## config.mk

```make
export PLATFORM = sky130hd
export DESIGN_NAME = serial_bus_monitor_flat
export DESIGN_NICKNAME = d
export VERILOG_FILES = /design/src/rtl/serial_monitor_pkg.sv /design/src/rtl/serial_bus_monitor_if.sv /design/src/rtl/serial_byte_io.sv /design/src/rtl/serial_bus_monitor.sv /design/src/flat_wrapper.sv
export SDC_FILE = /design/constraint.sdc
export NUM_CORES = 1
export LEC_CHECK = 0
export CORE_ASPECT_RATIO = 1.5
export CORE_UTILIZATION = 54
export CTS_BUF_LIST = sky130_fd_sc_hd__clkbuf_8
export CTS_CLUSTER_DIAMETER = 40
export DETAILED_ROUTE_END_ITERATION = 6
export PLACE_DENSITY = 0.81
export SYNTH_ARGS = -nofsm -noshare
export SYNTH_HDL_FRONTEND = slang
export SYNTH_HIERARCHICAL = 1
export SYNTH_SLANG_ARGS = --single-unit
```

## constraint.sdc

```tcl
create_clock -name clk -period 1.87 [get_ports clk]
set_input_delay 0.187 -clock clk [delete_from_list [all_inputs] [get_ports clk]]
set_output_delay 0.187 -clock clk [all_outputs]
set_load 0.02 [all_outputs]
```

## src/rtl/serial_monitor_pkg.sv

```systemverilog
// Shared command/response codes and state encodings for the serial bus monitor.
// SERIAL_MONITOR_CHECKSUM_EN adds the CHECK state used for trailing-checksum frames.
package serial_monitor_pkg;

    localparam logic [7:0] CMD_READ     = 8'h52;
    localparam logic [7:0] CMD_WRITE    = 8'h57;
    localparam logic [7:0] RESP_UNKNOWN = 8'h3F;
    localparam logic [7:0] RESP_OK      = 8'h2B;
    localparam logic [7:0] RESP_BAD     = 8'h21;

    typedef enum logic [2:0] {
        IDLE,
        ADDR_HI,
        ADDR_LO,
        DATA,
`ifdef SERIAL_MONITOR_CHECKSUM_EN
        CHECK,
`endif
        BUS,
        RESP
    } cmd_state_t;

    typedef enum logic [1:0] {
        RX_IDLE,
        RX_START,
        RX_DATA,
        RX_STOP
    } rx_state_t;

endpackage

```

## src/rtl/serial_bus_monitor_if.sv

```systemverilog
// Single-access bus between the monitor (master) and the target (slave).
interface serial_bus_monitor_if;

    logic        bus_req;
    logic [15:0] bus_addr;
    logic        bus_we;
    logic [7:0]  bus_wdata;
    logic [7:0]  bus_rdata;
    logic        bus_ack;

    modport master (
        output bus_req, bus_addr, bus_we, bus_wdata,
        input  bus_rdata, bus_ack
    );

    modport slave (
        input  bus_req, bus_addr, bus_we, bus_wdata,
        output bus_rdata, bus_ack
    );

endinterface

```

## src/rtl/serial_byte_io.sv

```systemverilog
// 8N1 byte receiver and transmitter sharing one bit period of CLKS_PER_BIT clocks.
module serial_byte_io
    import serial_monitor_pkg::*;
#(
    parameter int CLKS_PER_BIT = 87
) (
    input  logic       clk,
    input  logic       reset_n,
    input  logic       rx_serial,
    output logic       rx_valid,
    output logic [7:0] rx_data,
    output logic       rx_error,
    input  logic       tx_start,
    input  logic [7:0] tx_data,
    output logic       tx_busy,
    output logic       tx_serial
);

    localparam int CW = $clog2(CLKS_PER_BIT + 1);
    localparam logic [CW-1:0] HALF = CW'(CLKS_PER_BIT / 2);
    localparam logic [CW-1:0] FULL = CW'(CLKS_PER_BIT - 1);

    rx_state_t     rx_state, rx_state_next;
    logic          rx_meta, rx_sync, rx_prev;
    logic [CW-1:0] rx_cnt;
    logic [2:0]    rx_idx;
    logic [CW-1:0] tx_cnt;
    logic [3:0]    tx_idx;
    logic [8:0]    tx_shift;

    always_ff @(posedge clk or negedge reset_n) begin
        if (!reset_n) rx_state <= RX_IDLE;
        else          rx_state <= rx_state_next;
    end

    // Start is a true falling edge so a line held low after a framing error is not re-read.
    always_comb begin
        rx_state_next = rx_state;
        case (rx_state)
            RX_IDLE:  if (rx_prev && !rx_sync) rx_state_next = RX_START;
            RX_START: if (rx_cnt == HALF) rx_state_next = rx_sync ? RX_IDLE : RX_DATA;
            RX_DATA:  if (rx_cnt == FULL && rx_idx == 3'd7) rx_state_next = RX_STOP;
            RX_STOP:  if (rx_cnt == FULL) rx_state_next = RX_IDLE;
            default:  rx_state_next = RX_IDLE;
        endcase
    end

    always_ff @(posedge clk or negedge reset_n) begin
        if (!reset_n) begin
            rx_meta  <= 1'b1;
            rx_sync  <= 1'b1;
            rx_prev  <= 1'b1;
            rx_cnt   <= '0;
            rx_idx   <= '0;
            rx_data  <= '0;
            rx_valid <= 1'b0;
            rx_error <= 1'b0;
        end else begin
            rx_meta  <= rx_serial;
            rx_sync  <= rx_meta;
            rx_prev  <= rx_sync;
            rx_valid <= 1'b0;
            rx_error <= 1'b0;
            if (rx_state == RX_IDLE || rx_state_next != rx_state || rx_cnt == FULL)
                rx_cnt <= '0;
            else
                rx_cnt <= rx_cnt + CW'(1);
            if (rx_state == RX_IDLE)
                rx_idx <= '0;
            if (rx_state == RX_DATA && rx_cnt == FULL) begin
                rx_data <= {rx_sync, rx_data[7:1]};
                rx_idx  <= rx_idx + 3'd1;
            end
            if (rx_state == RX_STOP && rx_cnt == FULL) begin
                rx_valid <= rx_sync;
                rx_error <= !rx_sync;
            end
        end
    end

    // tx_idx 0 is the start bit, 1..8 data, 9 the stop bit; busy drops when the stop bit ends.
    always_ff @(posedge clk or negedge reset_n) begin
        if (!reset_n) begin
            tx_busy   <= 1'b0;
            tx_serial <= 1'b1;
            tx_cnt    <= '0;
            tx_idx    <= '0;
            tx_shift  <= '1;
        end else if (!tx_busy) begin
            tx_serial <= 1'b1;
            if (tx_start) begin
                tx_busy   <= 1'b1;
                tx_serial <= 1'b0;
                tx_shift  <= {1'b1, tx_data};
                tx_cnt    <= '0;
                tx_idx    <= '0;
            end
        end else if (tx_cnt == FULL) begin
            tx_cnt <= '0;
            if (tx_idx == 4'd9) begin
                tx_busy   <= 1'b0;
                tx_serial <= 1'b1;
            end else begin
                tx_serial <= tx_shift[0];
                tx_shift  <= {1'b1, tx_shift[8:1]};
                tx_idx    <= tx_idx + 4'd1;
            end
        end else begin
            tx_cnt <= tx_cnt + CW'(1);
        end
    end

endmodule

```

## src/rtl/serial_bus_monitor.sv

```systemverilog
// Serial command monitor: 'R'/'W' frames from the host become single bus accesses.
// SERIAL_MONITOR_CHECKSUM_EN adds a trailing XOR checksum byte and a second response byte.
module serial_bus_monitor
    import serial_monitor_pkg::*;
#(
    parameter int CLKS_PER_BIT   = 87,
    parameter int TIMEOUT_CYCLES = 1000000
) (
    input  logic clk,
    input  logic reset_n,
    input  logic rx_serial,
    output logic tx_serial,
    output logic busy,
    serial_bus_monitor_if.master bus
);

    localparam int TW = $clog2(TIMEOUT_CYCLES + 1);

`ifdef SERIAL_MONITOR_CHECKSUM_EN
    localparam cmd_state_t FRAME_END = CHECK;
`else
    localparam cmd_state_t FRAME_END = BUS;
`endif

    cmd_state_t    state, state_next;
    logic          rx_valid, rx_error, tx_start, tx_busy;
    logic [7:0]    rx_data, resp_byte, resp_value;
    logic          load_resp, tx_sent, frame_state, timeout;
    logic [TW-1:0] timer;
`ifdef SERIAL_MONITOR_CHECKSUM_EN
    logic [7:0]    cmd_byte, csum, resp_second;
    logic          resp_more, resp_success;
`endif

    serial_byte_io #(.CLKS_PER_BIT(CLKS_PER_BIT)) u_io (
        .clk       (clk),
        .reset_n   (reset_n),
        .rx_serial (rx_serial),
        .rx_valid  (rx_valid),
        .rx_data   (rx_data),
        .rx_error  (rx_error),
        .tx_start  (tx_start),
        .tx_data   (resp_byte),
        .tx_busy   (tx_busy),
        .tx_serial (tx_serial)
    );

`ifdef SERIAL_MONITOR_CHECKSUM_EN
    assign frame_state = (state == ADDR_HI) || (state == ADDR_LO) || (state == DATA) || (state == CHECK);
`else
    assign frame_state = (state == ADDR_HI) || (state == ADDR_LO) || (state == DATA);
`endif
    assign timeout = (timer >= TW'(TIMEOUT_CYCLES));
    assign busy    = (state != IDLE);

    always_ff @(posedge clk or negedge reset_n) begin
        if (!reset_n) state <= IDLE;
        else          state <= state_next;
    end

    always_comb begin
        state_next = state;
        load_resp  = 1'b0;
        resp_value = RESP_UNKNOWN;
        tx_start   = 1'b0;
`ifdef SERIAL_MONITOR_CHECKSUM_EN
        resp_success = 1'b0;
`endif
        case (state)
            IDLE: begin
                if (rx_valid) begin
                    if (rx_data == CMD_READ || rx_data == CMD_WRITE) begin
                        state_next = ADDR_HI;
                    end else begin
                        state_next = RESP;
                        load_resp  = 1'b1;
                    end
                end
            end
            ADDR_HI: if (rx_valid) state_next = ADDR_LO;
            ADDR_LO: if (rx_valid) state_next = bus.bus_we ? DATA : FRAME_END;
            DATA:    if (rx_valid) state_next = FRAME_END;
`ifdef SERIAL_MONITOR_CHECKSUM_EN
            CHECK: begin
                if (rx_valid) begin
                    if (rx_data == csum) begin
                        state_next = BUS;
                    end else begin
                        state_next = RESP;
                        load_resp  = 1'b1;
                        resp_value = RESP_BAD;
                    end
                end
            end
`endif
            BUS: begin
                if (bus.bus_req && bus.bus_ack) begin
                    state_next = RESP;
                    load_resp  = 1'b1;
                    resp_value = bus.bus_we ? RESP_OK : bus.bus_rdata;
`ifdef SERIAL_MONITOR_CHECKSUM_EN
                    resp_success = 1'b1;
`endif
                end
            end
            RESP: begin
                if (!tx_sent)
                    tx_start = !tx_busy;
`ifdef SERIAL_MONITOR_CHECKSUM_EN
                else if (!tx_busy && !resp_more)
                    state_next = IDLE;
`else
                else if (!tx_busy)
                    state_next = IDLE;
`endif
            end
            default: state_next = IDLE;
        endcase
        // A broken or stalled frame is abandoned silently before any bus access.
        if (frame_state && (rx_error || (timeout && !rx_valid)))
            state_next = IDLE;
    end

    always_ff @(posedge clk or negedge reset_n) begin
        if (!reset_n) begin
            bus.bus_req   <= 1'b0;
            bus.bus_we    <= 1'b0;
            bus.bus_addr  <= '0;
            bus.bus_wdata <= '0;
            resp_byte     <= '0;
            tx_sent       <= 1'b0;
            timer         <= '0;
`ifdef SERIAL_MONITOR_CHECKSUM_EN
            cmd_byte      <= '0;
            csum          <= '0;
            resp_second   <= '0;
            resp_more     <= 1'b0;
`endif
        end else begin
            timer <= (frame_state && !rx_valid && state_next == state) ? timer + TW'(1) : '0;
            bus.bus_req <= (state == BUS) && !(bus.bus_req && bus.bus_ack);
            if (rx_valid) begin
                case (state)
                    IDLE:    bus.bus_we          <= (rx_data == CMD_WRITE);
                    ADDR_HI: bus.bus_addr[15:8]  <= rx_data;
                    ADDR_LO: bus.bus_addr[7:0]   <= rx_data;
                    DATA:    bus.bus_wdata       <= rx_data;
                    default: ;
                endcase
`ifdef SERIAL_MONITOR_CHECKSUM_EN
                if (state == IDLE) begin
                    cmd_byte <= rx_data;
                    csum     <= rx_data;
                end else if (frame_state) begin
                    csum <= csum ^ rx_data;
                end
`endif
            end
            if (load_resp) begin
                resp_byte <= resp_value;
                tx_sent   <= 1'b0;
`ifdef SERIAL_MONITOR_CHECKSUM_EN
                resp_second <= resp_value ^ cmd_byte;
                resp_more   <= resp_success;
`endif
            end else if (tx_start) begin
                tx_sent <= 1'b1;
            end
`ifdef SERIAL_MONITOR_CHECKSUM_EN
            else if (state == RESP && tx_sent && !tx_busy && resp_more) begin
                resp_byte <= resp_second;
                resp_more <= 1'b0;
                tx_sent   <= 1'b0;
            end
`endif
        end
    end

endmodule

```

## src/flat_wrapper.sv

```systemverilog
// flat-port wrapper written by rule: the top's interface ports become plain ports
module serial_bus_monitor_flat import serial_monitor_pkg::*;
#(
    parameter int CLKS_PER_BIT   = 87,
    parameter int TIMEOUT_CYCLES = 1000000
)
  (clk, reset_n, rx_serial, tx_serial, busy, bus_bus_req, bus_bus_addr, bus_bus_we, bus_bus_wdata, bus_bus_rdata, bus_bus_ack);
  serial_bus_monitor_if bus_i ();
  input  logic clk;
  input  logic reset_n;
  input  logic rx_serial;
  output logic tx_serial;
  output logic busy;
  output wire logic [$bits(bus_i.bus_req)-1:0] bus_bus_req;
  output wire logic [$bits(bus_i.bus_addr)-1:0] bus_bus_addr;
  output wire logic [$bits(bus_i.bus_we)-1:0] bus_bus_we;
  output wire logic [$bits(bus_i.bus_wdata)-1:0] bus_bus_wdata;
  input wire logic [$bits(bus_i.bus_rdata)-1:0] bus_bus_rdata;
  input wire logic [$bits(bus_i.bus_ack)-1:0] bus_bus_ack;
  assign bus_bus_req = bus_i.bus_req;
  assign bus_bus_addr = bus_i.bus_addr;
  assign bus_bus_we = bus_i.bus_we;
  assign bus_bus_wdata = bus_i.bus_wdata;
  assign bus_i.bus_rdata = bus_bus_rdata;
  assign bus_i.bus_ack = bus_bus_ack;
  serial_bus_monitor #(.CLKS_PER_BIT(CLKS_PER_BIT), .TIMEOUT_CYCLES(TIMEOUT_CYCLES)) u_core (.clk(clk), .reset_n(reset_n), .rx_serial(rx_serial), .tx_serial(tx_serial), .busy(busy), .bus(bus_i));
endmodule
```

==> impl_metrics.yaml <==
setup_path:
  reg2reg_setup_slack_ns: 0.10
  crit_family: "buffers and inverters"
  slowest_delay_ns: 0.43
  crit_chain: "buf_4 -> or3_1 -> clkdlybuf4s15_2"
  crit_buf_inv: 2
  crit_required_ns: 1.68
  reg2reg_from: "u_core/state[2]"
  critPathCaptureType: "output port"
  worstSetupPathType: "flop to output port"
  critical_path_arrival_ns: 1.64
  cp-start-kind: "flop"
  r2r_cells: 4
  r2r_end: "u_core/resp_byte[6]"
  worstPathMaxFanout: 13
  cp_slowest_cell: "dfrtp_1"
synthesis:
  avgSynthCellArea_um2: 11.25
  ys_seq_area_share_pct: 53.23
  ys_seq_elements: 104
  async_flop_share_pct: 100.0
  synth_nets: 459
  synth_top_area_share_pct: 46.82
  yosys_most_used_dff: "dfrtp_1"
  ys_warn_count: 6
  synth_top_area_cell: "dfrtp_1"
  synthCells: 437
  synthTopCellsByArea: "dfrtp_1, mux2_2, dfstp_2, nor2_1, ha_1"
  synth.distinct_cells: 64
  syn_area_mm2: 0.004917
  synth_edf_count: 0
pwr:
  power_density_mw_per_mm2: 673.4
  p_seq_share_pct: 59.8
  vdd_ir_drop_max_mv: 0.7289
  p_switching_uw: 1007
  comb_power_share_pct: 8.1
  p_clk_share_pct: 32.0
  finalPower_uw: 3945
  intPower_uw: 2938
  switching_share_pct: 25.53
  power.leakage_uw: 0.002543
drt:
  final_antenna_net_count: 0
  viasPerCell: 5.889
  drt_wl_total_mm: 9.933
  dr.pass1.iters: 4
  num_vias: 3669
  drc: 0
  wl_per_cell_um: 15.94
  drt_iter0_markers: 176
layout:
  nFillCells: 667
  nets: 530
  areaGrowthSynthToFinish_pct: 19.13
  multiInputGateArea_mm2: 0.002182
  layout_common_cells: "dfrtp_1, buf_4, clkdlybuf4s50_1, nor2_1, mux2_2"
  regArea_mm2: 0.002618
  layout.cells.most_common: "dfrtp_1"
  stdcell_area_mm2: 0.005858
  diodes: 0
  drive_above_1_share_pct: 22.03
cts:
  clock-sinks: 104
  root_buffer: "clkbuf_8"
  clk_latency_ns: 0.37
  cts_made_buffers: 9
  cts_tree: "built"
  htree_levels: 3
  cts_max_path_buffers: 2
  clk_pin_slew_worst_paths_ns: 0.10
run:
  drv_cap: 0
sta:
  fin_skew_ns: 0.01207
  drv_slew: 0
  worst_pin_slew_ns: 0.5769
  fin_crit_ns: 1.827
  slew_headroom_pct: 61.05
  setup_viol: 0
  finalCritPeriodShare_pct: 97.71
  fmax_mhz: 547.3
  hold_violations: 0
global_route:
  gr-usage-met3_pct: 3.755
  grt_pass1_wl_mm: 16.75
  grt_pass1_vias: 3716
  grt-busiest-layer: "met2"
  grtUsageMet1_pct: 25.75
  antenna_found_initial: 0
  grt_util_met2_pct: 41.03
  track_usage_pct: 22.60
  grt_overflow: 0
  grt_start_max_net_pins: 58
placed_design:
  dpl.hpwl_mm: 7.022
  port_buffers: 39
  gp_congestion: 0.8927
  placed_area_mm2: 0.005647
die:
  die_h_um: 118.9
  io_pins: 40
  design.core.area_mm2: 0.008828
  die_area_mm2: 0.009500
  fp-row-count: 42
  start_util_pct: 55.70
  die_width_um: 79.92
hold_path:
  min_from: "rx_serial"
  hold_class: "primary input to flop"
  hold_end: "u_core/u_io/rx_meta"
  hold_path_depth: 1
run_status:
  status: "complete, no violations"
cells in the mapped netlist (7+ instances only):
master	n
a21oi_1	20
a22o_1	10
clkbuf_1	9
dfrtp_1	92
dfstp_2	12
ha_1	10
inv_1	14
mux2_1	8
mux2_2	32
nand2_1	22
nand3_1	16
nand4_1	7
nor2_1	37
nor3_1	8
o21ai_0	12
o22ai_1	16
xnor2_1	12
xor2_1	9
stage by stage:
step           hold slack [ns]  setup TNS, ns  std cells  worst slack (ns)  util, %
3_5_place_dp            0.1030              0        605           0.03570    63.96
6_report                0.2166              0        623           0.04282    66.35
2_1_floorplan          -0.1086              0        437           0.03283        -
5_1_grt                 0.2097      -0.006663        623         -0.006663    66.35
3_3_place_gp           0.09828              0        605           0.09227    63.96
4_1_cts                 0.1987              0        622          0.008388    66.03
what timing repair did:
action,CTS,global route
hold buffers,1,0
setup endpoints to repair,1,20
hold endpoints to repair,21,0
gates resized for setup,3,5
buffers inserted,0,1
pin swaps,0,0
power by group through the flow:
stage                     clock network [µW]  logic [µW]  registers, µW
final                                   1260         321           2360
after global routing                    1380         360           2370
after CTS                               1310         317           2360
after detailed placement                   0         312           2400
after global placement                     0         296           2400
after floorplan                            0         132           2410
area by class of cell:
| type | instances | share of cell area, % |
|---|---|---|
| flip-flops and latches | 104 | 44.68 |
| multi-input cells | 301 | 37.25 |
| repair buffers | 78 | 11.90 |
| well taps | 110 | 2.349 |
| clock buffers | 9 | 2.114 |
| inverters | 14 | 0.8971 |
| clock inverters | 7 | 0.8116 |
flip-flops by register name, summed over array words and instances, names as in the netlist, 2 cells and up:
register and cells:
u_core/u_io/tx_shift 8, u_core/state 3, u_core/resp_byte 8, u_core/timer 20, u_core/u_io/tx_cnt 7, u_core/bus.bus_addr 16, u_core/u_io/tx_idx 4, u_core/u_io/rx_state 2
u_core/u_io/rx_data 8, u_core/u_io/rx_cnt 7, u_core/bus.bus_wdata 8, u_core/u_io/rx_idx 3
cell families (layout without fill, tap and decap cells):
| family | after synthesis | count (layout) | share of synthesized area [%] |
|---|---|---|---|
| xor+xnor | 21 | 21 | 3.741 |
| buf+inv | 32 | 108 | 2.824 |
| fa+ha+maj | 10 | 10 | 2.545 |
| flops | 104 | 104 | 53.23 |
| simple gates | 136 | 136 | 15.32 |
| mux | 42 | 42 | 9.568 |
| compound gates | 92 | 92 | 12.77 |
metal layers:
layer	wire length [µm]	vias up	share of wire (%)
met2	5417	61	55
met5	0	-	0
met1	4074	1849	41
li1	-	1747	-
met3	266	12	2.7
met4	174	0	1.8
how the worst max path moves through the flow:
| stage | from | to | slack, ns | depth (start not counted) |
|---|---|---|---|---|
| 2_1_floorplan | u_core/state[0] | u_core/u_io/tx_shift[2] | 0.03 | 8 |
| 3_3_place_gp | u_core/u_io/rx_cnt[0] | u_core/u_io/rx_data[0] | 0.09 | 6 |
| 3_5_place_dp | u_core/u_io/rx_cnt[0] | u_core/u_io/rx_data[5] | 0.04 | 6 |
| 4_1_cts | u_core/u_io/tx_idx[1] | u_core/u_io/tx_idx[0] | 0.008 | 6 |
| 5_1_grt | u_core/state[2] | busy | -0.007 | 3 |
| 6_report | u_core/state[2] | busy | 0.04 | 3 |
No activity file was read; power rests on OpenSTA's default activity.
